$ cat config.mk
export PLATFORM = sky130hd
export DESIGN_NAME = operand_shift_stage
export DESIGN_NICKNAME = d
export VERILOG_FILES = /design/src/rtl/shift_pkg.sv /design/src/rtl/shift_core.sv /design/src/rtl/operand_shift_stage.sv
export SDC_FILE = /design/constraint.sdc
export NUM_CORES = 1
export LEC_CHECK = 0
export ABC_AREA = 1
export CAP_MARGIN = 10
export CORE_ASPECT_RATIO = 0.9
export CORE_UTILIZATION = 40
export DETAILED_ROUTE_END_ITERATION = 10
export PLACE_DENSITY = 0.7
export SLEW_MARGIN = 20
export SYNTH_ARGS = -nofsm -noshare
export SYNTH_HDL_FRONTEND = slang
export SYNTH_HIERARCHICAL = 1
export SYNTH_SLANG_ARGS = --single-unit
$ cat constraint.sdc
create_clock -name clk -period 2.4 [get_ports clk]
set_clock_uncertainty 0.15 [all_clocks]
set_input_delay 0.48 -clock clk [delete_from_list [all_inputs] [get_ports clk]]
set_output_delay 0.48 -clock clk [all_outputs]
set_load 0.05 [all_outputs]
$ cat src/rtl/shift_pkg.sv
// shift_pkg: shared constants for the operand-2 shifter stage.
package shift_pkg;
    localparam int DATA_W = 32;
    localparam logic [1:0] SH_LSL = 2'b00;
    localparam logic [1:0] SH_LSR = 2'b01;
    localparam logic [1:0] SH_ASR = 2'b10;
    localparam logic [1:0] SH_ROR = 2'b11;
endpackage

$ cat src/rtl/shift_core.sv
// shift_core: combinational ARM-style barrel shifter (LSL/LSR/ASR/ROR/RRX) with carry-out.
module shift_core
    import shift_pkg::*;
(
    input  logic [DATA_W-1:0] x,
    input  logic [1:0]        sh_type,
    input  logic [7:0]        amt,
    input  logic              amt_is_reg,
    input  logic              c,
    output logic [DATA_W-1:0] result,
    output logic              cout
);
    logic [7:0]               n;
    logic                     rrx;
    logic [DATA_W:0]          lsl_w;
    logic [DATA_W:0]          lsr_w;
    logic signed [DATA_W:0]   asr_w;
    logic [2*DATA_W-1:0]      ror_w;
    // The extra bit in each wide shift captures the last bit shifted out
    always_comb begin
        n      = (!amt_is_reg && amt == 8'd0 && (sh_type == SH_LSR || sh_type == SH_ASR)) ? 8'd32 : amt;
        rrx    = !amt_is_reg && amt == 8'd0 && sh_type == SH_ROR;
        lsl_w  = {1'b0, x} << n[4:0];
        lsr_w  = {x, 1'b0} >> n[4:0];
        asr_w  = $signed({x, 1'b0}) >>> n[4:0];
        ror_w  = {x, x} >> n[4:0];
        result = x;
        cout   = c;
        if (rrx) begin
            result = {c, x[DATA_W-1:1]};
            cout   = x[0];
        end else if (n != 8'd0) begin
            case (sh_type)
                SH_LSL: begin
                    result = (n < 8'd32) ? lsl_w[DATA_W-1:0] : '0;
                    cout   = (n < 8'd32) ? lsl_w[DATA_W] : (n == 8'd32) ? x[0] : 1'b0;
                end
                SH_LSR: begin
                    result = (n < 8'd32) ? lsr_w[DATA_W:1] : '0;
                    cout   = (n < 8'd32) ? lsr_w[0] : (n == 8'd32) ? x[DATA_W-1] : 1'b0;
                end
                SH_ASR: begin
                    result = (n < 8'd32) ? asr_w[DATA_W:1] : {DATA_W{x[DATA_W-1]}};
                    cout   = (n < 8'd32) ? asr_w[0] : x[DATA_W-1];
                end
                default: begin
                    result = ror_w[DATA_W-1:0];
                    cout   = ror_w[DATA_W-1];
                end
            endcase
        end
    end
endmodule

$ cat src/rtl/operand_shift_stage.sv
// operand_shift_stage: registered operand-B shifter feeding the ALU, valid/ready handshake.
module operand_shift_stage
    import shift_pkg::*;
#(
    parameter int OP_W = 4
) (
    input  logic              clk,
    input  logic              rst_n,
    input  logic              flush,
    input  logic              in_valid,
    output logic              in_ready,
    input  logic [DATA_W-1:0] in_a,
    input  logic [DATA_W-1:0] in_b,
    input  logic [OP_W-1:0]   in_alu_op,
    input  logic              in_c,
    input  logic [1:0]        in_shift_type,
    input  logic              in_amt_is_reg,
    input  logic [4:0]        in_shift_imm,
    input  logic [7:0]        in_shift_reg,
    output logic              out_valid,
    input  logic              out_ready,
    output logic [DATA_W-1:0] out_a,
    output logic [DATA_W-1:0] out_b,
    output logic [OP_W-1:0]   out_alu_op,
    output logic              out_c,
    output logic              out_shift_cout
);
    logic              cap;
    logic [DATA_W-1:0] sh_res;
    logic              sh_cout;
    logic              valid_d, valid_q;
    logic [DATA_W-1:0] a_d, a_q, b_d, b_q;
    logic [OP_W-1:0]   op_d, op_q;
    logic              c_d, c_q, cout_d, cout_q;

    shift_core u_core (
        .x          (in_b),
        .sh_type    (in_shift_type),
        .amt        (in_amt_is_reg ? in_shift_reg : {3'b000, in_shift_imm}),
        .amt_is_reg (in_amt_is_reg),
        .c          (in_c),
        .result     (sh_res),
        .cout       (sh_cout)
    );

    assign in_ready = !valid_q || out_ready;
    assign cap      = in_valid && in_ready;

    always_comb begin
        valid_d = flush ? 1'b0 : cap ? 1'b1 : out_ready ? 1'b0 : valid_q;
        a_d     = cap ? in_a : a_q;
        b_d     = cap ? sh_res : b_q;
        op_d    = cap ? in_alu_op : op_q;
        c_d     = cap ? in_c : c_q;
        cout_d  = cap ? sh_cout : cout_q;
    end

    always_ff @(posedge clk or negedge rst_n) begin
        if (!rst_n) begin
            valid_q <= 1'b0;
            a_q     <= '0;
            b_q     <= '0;
            op_q    <= '0;
            c_q     <= 1'b0;
            cout_q  <= 1'b0;
        end else begin
            valid_q <= valid_d;
            a_q     <= a_d;
            b_q     <= b_d;
            op_q    <= op_d;
            c_q     <= c_d;
            cout_q  <= cout_d;
        end
    end

    assign out_valid      = valid_q;
    assign out_a          = a_q;
    assign out_b          = b_q;
    assign out_alu_op     = op_q;
    assign out_c          = c_q;
    assign out_shift_cout = cout_q;
endmodule

# After elaboration in Yosys (flattened, before gate mapping)
# Cells that the tools add are included.
# op_classes
bitwise_logic	0
n_mux	19
eq_ne	4
addsub	0
shift	4
n_reduce_logical	12
n_div	0
n_mul	0
order_cmp	1
# ops
op	count
2-to-1 mux 32 bit	5
case mux 32 bit (3 select lines)	1
right shift 64 x 5 -> 32 bit	1
<< shifter 32 x 5 -> 33 bit	1
right shift 33 x 5 -> 33 bit	1
>>> shifter 33 x 5 -> 33 bit	1
2-to-1 mux 8 bit	2
2-to-1 mux 1 bit	10
equality test 8 x 6 -> 1 bit, second input constant	1
zero test 8 bit	1
less-than comparator 8 x 6 -> 1 bit, second input constant	1
nonzero test 8 bit	1
equality test 2 bit, second input constant	2
logical AND 1 bit	4
case mux 1 bit (3 select lines)	1
nonzero test 3 bit	1
equality test 2 x 1 -> 1 bit, second input constant	1
zero test 1 bit	2
zero test 2 bit	1
logical OR 1 bit	2
# totals
in_bits	90
register_bits	71
romBits	0
ram_bits	0
word_cells	46
latchBits	0
out_inout_bits	72
memories	0

# Logic depth before layout (Yosys ltp)
# depth
word_depth	11
mapped_depth	24
ltp_nobuf	21

# By module
# Netlist, hierarchy kept.
# modules_own_cells
module	area_per_inst_um2	n_inst	seq_area_each_um2	cells_each
shift_core	6273.5	1	0.0	1394
operand_shift_stage	2934.1	1	1776.7	330

# Least setup slack after synthesis
# Ideal clock, no wire load.
# synth_path
path_type	input to register
start	input port in_amt_is_reg
end	register b_q[5] (netlist: out_b[5])
path_stages	17
setup_ns	0.119
path_buffers	3
setup_slack_ns	-0.112
t_required_ns	2.131
t_arrival_ns	2.243
path_cell_list	buf_2 > o21ai_0 > buf_2 > buf_1 > nand3_1 > nand2_1 > nand2_1 > nand2_1 > nand2_1 > nand2_1 > nand2_1 > nand2_1 > nand2_1 > nand2_1 > nand2_1 > nand3_1 > nand2_1
# synth_between
elab_chain_len	10
word_cells_on_any_way	19
classes_between	1 x order compare; 4 x shift; 8 x mux; 6 x reduce/logical
# synth_rtl
item	line_no	rtl
start: declaration	operand_shift_stage.sv:17	input logic in_amt_is_reg,
2-to-1 mux 8 bit	operand_shift_stage.sv:39	.amt (in_amt_is_reg ? in_shift_reg : {3'b000, in_shift_imm}),
zero test 8 bit	shift_core.sv:21, shift_core.sv:22	
logical AND 1 bit	shift_core.sv:21, shift_core.sv:22	
logical AND 1 bit	shift_core.sv:21	n = (!amt_is_reg && amt == 8'd0 && (sh_type == SH_LSR || sh_type == SH_ASR)) ? 8'd32 : amt;
2-to-1 mux 8 bit	shift_core.sv:21	
less-than comparator 8 x 6 -> 1 bit (tied with other cells)	shift_core.sv:35, shift_core.sv:39, shift_core.sv:43	
2-to-1 mux 32 bit, on equally long branches	shift_core.sv:43, shift_core.sv:35, shift_core.sv:39	
case mux 32 bit (3 select lines)	shift_core.sv:33	case (sh_type)
2-to-1 mux 32 bit	shift_core.sv:32	end else if (n != 8'd0) begin
2-to-1 mux 32 bit *	shift_core.sv:29	if (rrx) begin
via sh_res[5]	operand_shift_stage.sv:29	logic [DATA_W-1:0] sh_res;
end signal: assignment	operand_shift_stage.sv:62	b_q <= '0;
end signal: assignment	operand_shift_stage.sv:69	b_q <= b_d;
end: declaration	operand_shift_stage.sv:32	logic [DATA_W-1:0] a_d, a_q, b_d, b_q;
# The timed path passes the listed nets; every way through them passes the cells marked *.
# A chain may end at the register's enable or synchronous reset.

# Worst setup path after layout
# layout_path
start	input port in_shift_reg[1]
end	register b_q[18] (netlist: out_b[18])
# layout_between
elab_chain_len	10
word_cells_on_any_way	18
classes_between	1 x order compare; 4 x shift; 8 x mux; 5 x reduce/logical
# layout_rtl
item	line_no	rtl
start: declaration	operand_shift_stage.sv:19	input logic [7:0] in_shift_reg,
2-to-1 mux 8 bit *	operand_shift_stage.sv:39	
zero test 8 bit	shift_core.sv:21, shift_core.sv:22	
logical AND 1 bit	shift_core.sv:21, shift_core.sv:22	
logical AND 1 bit	shift_core.sv:21	
2-to-1 mux 8 bit	shift_core.sv:21	
less-than comparator 8 x 6 -> 1 bit (tied with other cells)	shift_core.sv:35, shift_core.sv:39, shift_core.sv:43	
2-to-1 mux 32 bit, on equally long branches	shift_core.sv:43, shift_core.sv:35, shift_core.sv:39	
case mux 32 bit (3 select lines)	shift_core.sv:33	
2-to-1 mux 32 bit	shift_core.sv:32	
2-to-1 mux 32 bit *	shift_core.sv:29	
via sh_res[18]	operand_shift_stage.sv:29	
# Marks and branches as above.

==> impl_metrics.json <==
{
  "portBuffers": 161,
  "worst_setup_path_start_kind": "input port",
  "synthesis.instances": 1724,
  "total_power_mw": 7.75,
  "cts_hold_buf": 0,
  "worstPathMaxFanout": 7,
  "syn_area_per_cell_sq_um": 5.34,
  "synth-edff-count": 0,
  "hold_viol_final": 0,
  "reg2reg_slack_ns": 0.77,
  "drive_gt1_frac": 0.331,
  "place_congestion": 1.08,
  "slew_headroom": 0.584,
  "cts_tree": "built",
  "hpwl_um": 39100,
  "reg2reg_depth": 5,
  "ys_warn_count": 6,
  "grt_pass1_wl_um": 82100,
  "num-nets-final": 2211,
  "cp-end-kind": "flip-flop",
  "yosysUniqueCellTypes": 42,
  "dr.pass1.iters": 9,
  "grt_remaining_overflow": 0,
  "n_antenna_cell": 0,
  "num_vias": 14600,
  "ir_drop_v": 0.000397,
  "insertion_delay_ns": 0.34,
  "setup_viol": 33,
  "area_delta_synth_final_pct": 71.6,
  "hold_ws_ns": 0.0288,
  "wirelength_um": 55700,
  "synth_flop_cell": "dfrtp_1",
  "grt_pass1_vias": 13600,
  "fin_util": 0.702,
  "yosysMostFrequentCell": "nand2_1",
  "avgRoutedWirePerCell_um": 23.0,
  "layout_min_cycle_time_ns": 2.64,
  "violations": "setup timing",
  "status": "finished, violations left",
  "drc_errors": 0,
  "synth_area_sq_mm": 0.00921,
  "fmax_ghz": 0.379,
  "crit_required_ns": 2.48,
  "synth_top_cell_by_area": "nand2_1",
  "r2r-start": "out_valid",
  "drv_cap": 0,
  "rr_endpoint": "out_b[28]",
  "place_area_sq_mm": 0.0130,
  "ios": 162,
  "cp-endpoint": "out_b[18]",
  "htreeDepth": 3,
  "worstMarginPinSlew_ns": 0.623,
  "rsz0062_at_grt": "yes",
  "yosys-top-cells-area": "nand2_1 (30%), nand3_1 (22%), dfrtp_1 (19%)",
  "dieArea_sq_mm": 0.0236,
  "cts_root_buf": "clkbuf_16",
  "rows": 52,
  "grt_max_degree": 72,
  "design.core.area_sq_mm": 0.0225,
  "antenna_left": 0,
  "cp.arrival_ns": 2.71,
  "fin_area_sq_mm": 0.0158,
  "ys_ff_latch": 71,
  "synth_fp_nets": 1819,
  "start_util": 0.409,
  "fin_ws_ns": -0.239,
  "die-height_um": 146,
  "clockBufferDepth": 2,
  "fin_crit_sh": 1.10,
  "powerDensity_mw_per_mm2": 491,
  "netlist_top_cells_count": "nand2_1 (737), nand3_1 (411), nor2_1 (110)",
  "viasPerCell": 6.03,
  "hp-class": "in2async",
  "async_flop_share": 1.00,
  "pre_cts_ws_ns": -1.11,
  "fp.dieW_um": 162,
  "clkSlewWorstSetupHoldPaths_ns": 0.07,
  "leakagePower_nw": 8.08,
  "synth_top_area_share": 0.300,
  "clock-sinks": 71,
  "cts_buffers": 9,
  "maxSlewViolCount": 0,
  "worstSetupStartpoint": "in_shift_reg[1]",
  "critical_path_class": "in2reg",
  "drtIter0Drc": 2125,
  "ys_seq_area_frac": 0.193,
  "grt_usage": 0.462,
  "antenna_found_initial": 0
}
-- sequential cells by signal (all words and copies together), names as in the netlist --
register and flops:
out_a 32, out_alu_op 4, out_b 32, out_c 1
out_shift_cout 1, out_valid 1
-- cell families after synthesis --
kind of cell	after synthesis	share of synthesized area
and+or+nand+nor	1315	0.617
buffers and inverters	203	0.108
AOI/OAI and AO/OA	130	0.0753
DFF	71	0.193
adders and majority gates	5	0.00679
-- power breakdown --
group / switching [mW] / internal [mW] / leakage, nW
registers: 0.117 / 1.37 / 0.891
clock network: 0.607 / 0.721 / 0.135
logic: 3.09 / 1.85 / 7.06
total: 3.81 / 3.94 / 8.08
-- timing repair --
item | CTS | global route
setup buffers | 41 | 4
pin swaps | 114 | 28
cloned | 15 | 0
endpoints found under the hold margin | 0 | 0
resized for setup | 397 | 80
endpoints found under the setup margin | 33 | 33
-- metrics by stage --
stage / TNS (ns) / cells
finish: -4.91 / 2418
global route: -7.93 / 2418
CTS: -0.917 / 2415
detailed placement: -32.89 / 2343
global placement: -32.15 / 2343
floorplan: 0 / 1724
-- worst min path at each step --
stage                          from        end  cells past startpoint  slack (ns)
after floorplan               rst_n   out_a[0]                      0        0.03
final                         rst_n   out_a[9]                      2        0.03
after detailed placement  out_b[10]  out_b[10]                      2        0.31
after global routing          rst_n   out_a[9]                      2        0.04
after CTS                     rst_n  out_b[13]                      2        0.04
after global placement    out_a[23]  out_a[23]                      2        0.30
-- cells in the final DEF, fill, tap and decap left out, types with 4 or more instances in the layout --
cell / n
nor3_4: 4
nor2_4: 10
bufbuf_16: 4
a21oi_1: 41
o21ai_4: 12
clkbuf_16: 9
buf_16: 14
nand3_4: 16
clkdlybuf4s50_1: 122
nor2_1: 85
a21oi_2: 11
buf_6: 23
o21ai_2: 14
buf_8: 5
dfrtp_1: 71
nand2_2: 94
nand3_2: 96
nand4_1: 10
o211ai_1: 6
buf_4: 257
nand2_8: 4
inv_6: 4
dlygate4sd2_1: 30
inv_2: 20
nand3_1: 304
inv_1: 56
nand2_1: 638
buf_12: 39
and2_1: 6
nor2_2: 24
nand2_4: 15
o21ai_1: 24
o21ai_0: 12
-- routing by layer --
metal	wire, um	part of all wire	track usage	vias to the layer above
met4	2760	0.050	0.197	0
li1	-	-	-	6418
met3	7860	0.14	0.162	205
met1	22100	0.40	0.621	6851
met2	22900	0.41	0.665	1100
met5	0	0	0	-
-- final cells by class --
| cell class | instances | area [sq um] |
|---|---|---|
| clock buffers | 9 | 225 |
| clock inverters | 7 | 61.3 |
| fillers | 1976 | 6710 |
| inverters | 84 | 357 |
| multi-input cells | 1450 | 7920 |
| flip-flops and latches | 71 | 1780 |
| well taps | 297 | 372 |
| repair buffers | 500 | 5090 |
-- critical path: stages --
cell,delay [ns]
clkdlybuf4s15_1,0.19
nand2_2,0.11
o21ai_4,0.07
buf_12,0.15
inv_16,0.11
nand2_8,0.06
nor2_4,0.13
nand3_4,0.17
nand4_4,0.20
buf_6,0.13
nor2_4,0.04
buf_6,0.14
nand3_2,0.06
nand2_2,0.06
o21ai_4,0.18
nand2_2,0.11
nand2_1,0.08
nand2_1,0.06
nand3_1,0.08
nand2_1,0.06
Note: power is estimated with default switching activity, not from simulation.
